<file path="src/rtl/wb_servo_controller.sv">
// wb_servo_controller: Wishbone classic slave driving one hobby-servo PWM pin.
// A free-running frame counter compares against a double-buffered pulse width.
//
// Ports:
//   wb_clk, wb_rst            clock, async active-high reset
//   wb_cyc, wb_stb, wb_we     Wishbone classic cycle / strobe / write enable
//   wb_sel[3:0]               write byte enables
//   wb_adr[31:0]              byte address, only [3:2] decoded (map aliases)
//   wb_dat_i[31:0]            write data
//   pwm_out                   registered servo PWM output
//   wb_ack                    registered one-cycle acknowledge
//   wb_dat_o[31:0]            registered read data
//   debug_counter[31:0]       frame counter
//   debug_pwm_width_reg[31:0] programmed WIDTH (not the active copy)
//
// Register map: 0x00 PERIOD (RW), 0x04 WIDTH (RW), 0x08 COUNTER (RO),
//               0x0C ACTIVE_WIDTH (RO).
// Build option: define SERVO_WIDTH_CLAMP_EN to saturate WIDTH writes (and the
// reset value) into [MIN_WIDTH, MAX_WIDTH].

module wb_servo_controller #(
   parameter int unsigned CLK_HZ         = 100_000_000,
   parameter logic [31:0] DEFAULT_PERIOD = 32'd2_000_000,
   parameter logic [31:0] DEFAULT_WIDTH  = 32'd0,
   parameter logic [31:0] MIN_WIDTH      = 32'd100_000,
   parameter logic [31:0] MAX_WIDTH      = 32'd200_000
) (
   input  logic        wb_clk,
   input  logic        wb_rst,
   input  logic        wb_cyc,
   input  logic        wb_stb,
   input  logic        wb_we,
   input  logic [3:0]  wb_sel,
   input  logic [31:0] wb_adr,
   input  logic [31:0] wb_dat_i,
   output logic        pwm_out,
   output logic        wb_ack,
   output logic [31:0] wb_dat_o,
   output logic [31:0] debug_counter,
   output logic [31:0] debug_pwm_width_reg
);

   function automatic logic [31:0] merge_bytes(
      input logic [31:0] old,
      input logic [31:0] dat,
      input logic [3:0]  sel
   );
      logic [31:0] r;
      r = old;
      for (int b = 0; b < 4; b++) begin
         if (sel[b]) r[8*b +: 8] = dat[8*b +: 8];
      end
      return r;
   endfunction

`ifdef SERVO_WIDTH_CLAMP_EN
   function automatic logic [31:0] limit_width(input logic [31:0] v);
      if (v < MIN_WIDTH)      return MIN_WIDTH;
      else if (v > MAX_WIDTH) return MAX_WIDTH;
      else                    return v;
   endfunction
`else
   function automatic logic [31:0] limit_width(input logic [31:0] v);
      return v;
   endfunction
`endif

   localparam logic [31:0] RST_WIDTH = limit_width(DEFAULT_WIDTH);

   logic [31:0] period;
   logic [31:0] width;
   logic [31:0] active_width;
   logic [31:0] counter;
   logic        req;
   logic        wrap;
   logic [31:0] width_wr;
   logic [31:0] rd_mux;

   // A transfer is taken only while no ack is outstanding, so every
   // strobe yields exactly one single-cycle ack.
   assign req = wb_cyc & wb_stb & ~wb_ack;

   // Wrap compares against the live PERIOD, so shrinking PERIOD below the
   // current count forces a wrap on the next cycle.
   assign wrap = (period == 32'd0) || (counter >= period - 32'd1);

   assign width_wr = limit_width(merge_bytes(width, wb_dat_i, wb_sel));

   always_comb begin
      rd_mux = 32'd0;
      unique case (wb_adr[3:2])
         2'd0: rd_mux = period;
         2'd1: rd_mux = width;
         2'd2: rd_mux = counter;
         2'd3: rd_mux = active_width;
         default: rd_mux = 32'd0;
      endcase
   end

   always_ff @(posedge wb_clk or posedge wb_rst) begin
      if (wb_rst) begin
         period       <= DEFAULT_PERIOD;
         width        <= RST_WIDTH;
         active_width <= RST_WIDTH;
         counter      <= 32'd0;
         pwm_out      <= 1'b0;
         wb_ack       <= 1'b0;
         wb_dat_o     <= 32'd0;
      end else begin
         wb_ack <= req;
         if (req && wb_we) begin
            unique case (wb_adr[3:2])
               2'd0: period <= merge_bytes(period, wb_dat_i, wb_sel);
               2'd1: width  <= width_wr;
               default: ;
            endcase
         end
         if (req && !wb_we) wb_dat_o <= rd_mux;

         counter <= wrap ? 32'd0 : counter + 32'd1;
         // Double buffer: a new width only takes effect at a frame boundary.
         if (wrap) active_width <= width;
         pwm_out <= (period != 32'd0) && (counter < active_width);
      end
   end

   assign debug_counter       = counter;
   assign debug_pwm_width_reg = width;

   logic unused;
   assign unused = ^{wb_adr[31:4], wb_adr[1:0], CLK_HZ[0],
                     MIN_WIDTH[0], MAX_WIDTH[0]};

endmodule

</file>
<file path="config.mk">
export PLATFORM = sky130hd
export DESIGN_NAME = wb_servo_controller
export DESIGN_NICKNAME = d
export VERILOG_FILES = /design/src/rtl/wb_servo_controller.sv
export SDC_FILE = /design/constraint.sdc
export NUM_CORES = 1
export LEC_CHECK = 0
export CORE_MARGIN = 1.5
export CORE_UTILIZATION = 57
export DETAILED_ROUTE_END_ITERATION = 6
export GPL_TIMING_DRIVEN = 0
export HOLD_SLACK_MARGIN = 0.1
export PLACE_DENSITY = 0.92
export SLEW_MARGIN = 10
export SYNTH_ARGS = -nofsm -noshare
export SYNTH_HDL_FRONTEND = slang
export SYNTH_SLANG_ARGS = --single-unit
export TNS_END_PERCENT = 20
</file>
<file path="constraint.sdc">
create_clock -name wb_clk -period 8.55 [get_ports wb_clk]
set_input_delay 1.71 -clock wb_clk [delete_from_list [all_inputs] [get_ports wb_clk]]
set_output_delay 1.71 -clock wb_clk [all_outputs]
set_load 0.05 [all_outputs]
</file>
==> metrics.md <==
| Metric | Value |
|---|---|
| CTS root buffer | clkbuf_16 |
| F_max | 207 MHz |
| CTS max path bufs | 2 |
| Routed Antenna Nets | 0 |
| H-tree Lvls | 4 |
| Resize count post-CTS | 0 |
| Synth Instances | approximately 750 |
| Critical Path AT | 5.14 ns |
| Starting Density | 58.4% |
| Proportion of layout cells with a drive suffix above 1 | 23.1% |
| Worst path max stage delay | slightly above 0.6 ns |
| Final hold vios | 0 |
| Critical path, cell by cell | or4_1 > nor4_2 > nand3_1 > nor2_1 > nand2_1 > xor2_1 > ha_1 > a21oi_1 > o21ai_0 > a221o_1 > a31o_1 > or3_1 > buf_6 > buf_12 > mux2_4 |
| Core Util, Final | 72.9% |
| Clock Latency Late Sink | between 0.4 and 0.5 ns |
| Worst R2R Path Depth | 15 |
| Final Cycle Share | between 50% and 60% |
| CTS tree | yes |
| Post-Synthesis Net Count | 892 |
| Area delta synth->final | 24.8% |
| Row count | 46 |
| Status | complete, no violations |
| GRT Util Overall | between 20% and 30% |
| Worst path slowest cell | or4_1 |
| Leakage power figure | around 5 nW |
| Die span in x | around 130 um |
| Crit-path max FO | 10 |
| Clock sinks | 162 |
| DR WL/cell | around 20 um |
| Height of the die | roughly 130 um |
| TritonRoute pass-1 iters | 5 |
| CORE AREA | between 15000 and 20000 um^2 |
| Vias in the first global route | 7003 |
| Final Setup Violations | 0 |
| Fin Hold WS | 0.508 ns |
| EDFF count, synth | 0 |
| Vias per cell | between 6 and 7 |
| Distinct cells, synth | 47 |
| Max VDD drop | about 0.00026 V |
| Avg Cell Area, Syn | around 12 um^2 |
| Critical path launch point | period[4] |
| Filler cell count | 1023 |
| Postcts setup bufs | 0 |
| Worst r2r dst | active_width[8] |
| Drt drc | 0 |
| TritonCTS buffer count | 17 |
| Largest net degree at the start of global routing | between 90 and 100 |
| DP HPWL | about 17000 um |
| Synthesis warning total | 0 |
| FFs w/ async S/R, synth | 100% |
| Measured slew at the worst slew-check pin | about 1.0 ns |
| First-pass GRT wire length | approximately 37000 um |
| Post-CTS Hold Buffers | 0 |
| N_diodes | 0 |
| Reg2reg start | period[4] |
| Routed vias | 6872 |
| PwrDens | 275 nW/um^2 |
| Period minus WS final | 4.82 ns |
| Reg2reg setup slack | between 3 and 4 ns |
| Initial antenna violation count | 0 |
| Worst Clk Skew | between 0.01 and 0.015 ns |
| Hold Crit Class | reg2reg |
| Synth Register Bits | 162 |
| RSZ-0062 raised after global routing | no |
| Nets | 1050 |
| Commonest non-fill, non-tap cell in the layout | dfrtp_1 |
| DRC marker count from the first detailed-route iteration | slightly above 500 |
| Worst-path clk slew | 0.07 ns |
| Pwr Total | 3.20 mW |
| Final GP Congestion | 0.921 |
| TNS Setup | 0 ns |
| Remaining Overflow, GRT | 0 |
| Ports | 171 |
| Routed WL | 23400 um |
| Max-Cap Viols | 0 |
| CP startpoint kind | flip-flop |
| Commonest non-fill, non-tap cells in the layout | 155 x dfrtp_1, 138 x clkdlybuf4s50_1, 99 x mux2_2, 66 x ha_1, 52 x nor2_1 |
| Die area | roughly 17000 um^2 |
| CP Capture Point | active_width[8] |
| Synthesized cell area | 9310 um^2 |
| Max-Slew Margin vs Limit | between 30% and 40% |
| Number of port buffers | 138 |
| Slew Limit Fails | 0 |
| CP Data Required Time | 8.86 ns |
| Sequential share of the synthesized area | 43.6% |
| Critical path type | reg2reg |
| Worst setup EP type | flip-flop |
| Most common flop cell mapped by yosys | dfrtp_1 |
==> critical path, delay by kind of cell (launching register included) <==
family | cells | cell delay (ns)
AOI/OAI and AO/OA | 4 | 0.81
buffers and inverters | 2 | 0.33
and+or+nand+nor | 6 | 2.35
adders and majority gates | 1 | 0.30
DFF | 1 | 0.45
muxes | 1 | 0.30
xor gates and xnor gates | 1 | 0.17
==> per-stage QoR <==
step | cells | worst slack (ns) | cell area, um^2
after floorplan | 753 | 2.47 | 9310
after global placement | 1107 | 0.359 | 11000
after detailed placement | 1108 | 3.93 | 11000
after CTS | 1140 | 3.77 | 11600
after global routing | 1140 | 3.50 | 11600
final | 1140 | 3.73 | 11600
==> cell type report <==
class / count / area, um^2 / area share (%)
Clock buffer: 20 / 467 / 4.02
Tap cell: 216 / 270 / 2.33
Sequential cell: 162 / 4060 / 35.0
Inverter: 37 / 146 / 1.26
Timing Repair Buffer: 139 / 1410 / 12.1
Multi-Input combinational cell: 530 / 4940 / 42.6
Clock inverter: 12 / 148 / 1.27
Buffer: 24 / 169 / 1.45
==> cells in the mapped netlist (all sizes together) (11+ instances only) <==
cell,instances,share of area (%)
mux2,126,16
o21ai,11,0.59
inv,37,1.5
xor2,37,3.5
dfrtp,155,42
nor2,52,2.1
xnor2,23,2.2
nand4,15,1.0
nand3,15,0.81
a21oi,19,1.0
mux4,32,7.7
clkbuf,14,0.56
ha,66,8.9
nand2,43,1.7
nor3,14,0.75
==> per-layer routing <==
layer | share of wire, % | track usage [%]
met2 | 48 | 46.4
met4 | 4.0 | 13.8
met5 | 0 | 0
met3 | 6.7 | 6.56
met1 | 41 | 37.0
==> worst min path at each step <==
stage	end	startpoint	slack (ns)	cells after the start
finish	wb_dat_o[13]	wb_dat_o[13]	0.51	1
global route	wb_dat_o[22]	wb_dat_o[22]	0.52	1
detailed placement	wb_ack	wb_ack	0.48	1
CTS	wb_ack	wb_ack	0.51	1
floorplan	active_width[27]	active_width[27]	0.50	1
global placement	wb_ack	wb_ack	0.46	1
==> cell families after synthesis <==
kind of cell               count (synthesis)  synth area share, %
and+or+nand+nor                          196                 11.1
DFF                                      162                 43.6
muxes                                    158                 24.1
adders and majority gates                 66                 8.87
buffers and inverters                     61                 3.31
xor gates and xnor gates                  60                 5.65
AOI/OAI and AO/OA                         50                 3.33
==> where the power goes <==
group / switching [mW] / leakage [nW] / internal [mW]
Sequential: 0.209 / 2.13 / 0.950
Combinational: 0.702 / 2.72 / 0.552
Clock: 0.327 / 0.296 / 0.460
Total: 1.24 / 5.15 / 1.96
Power figures use the tool's default switching activity.
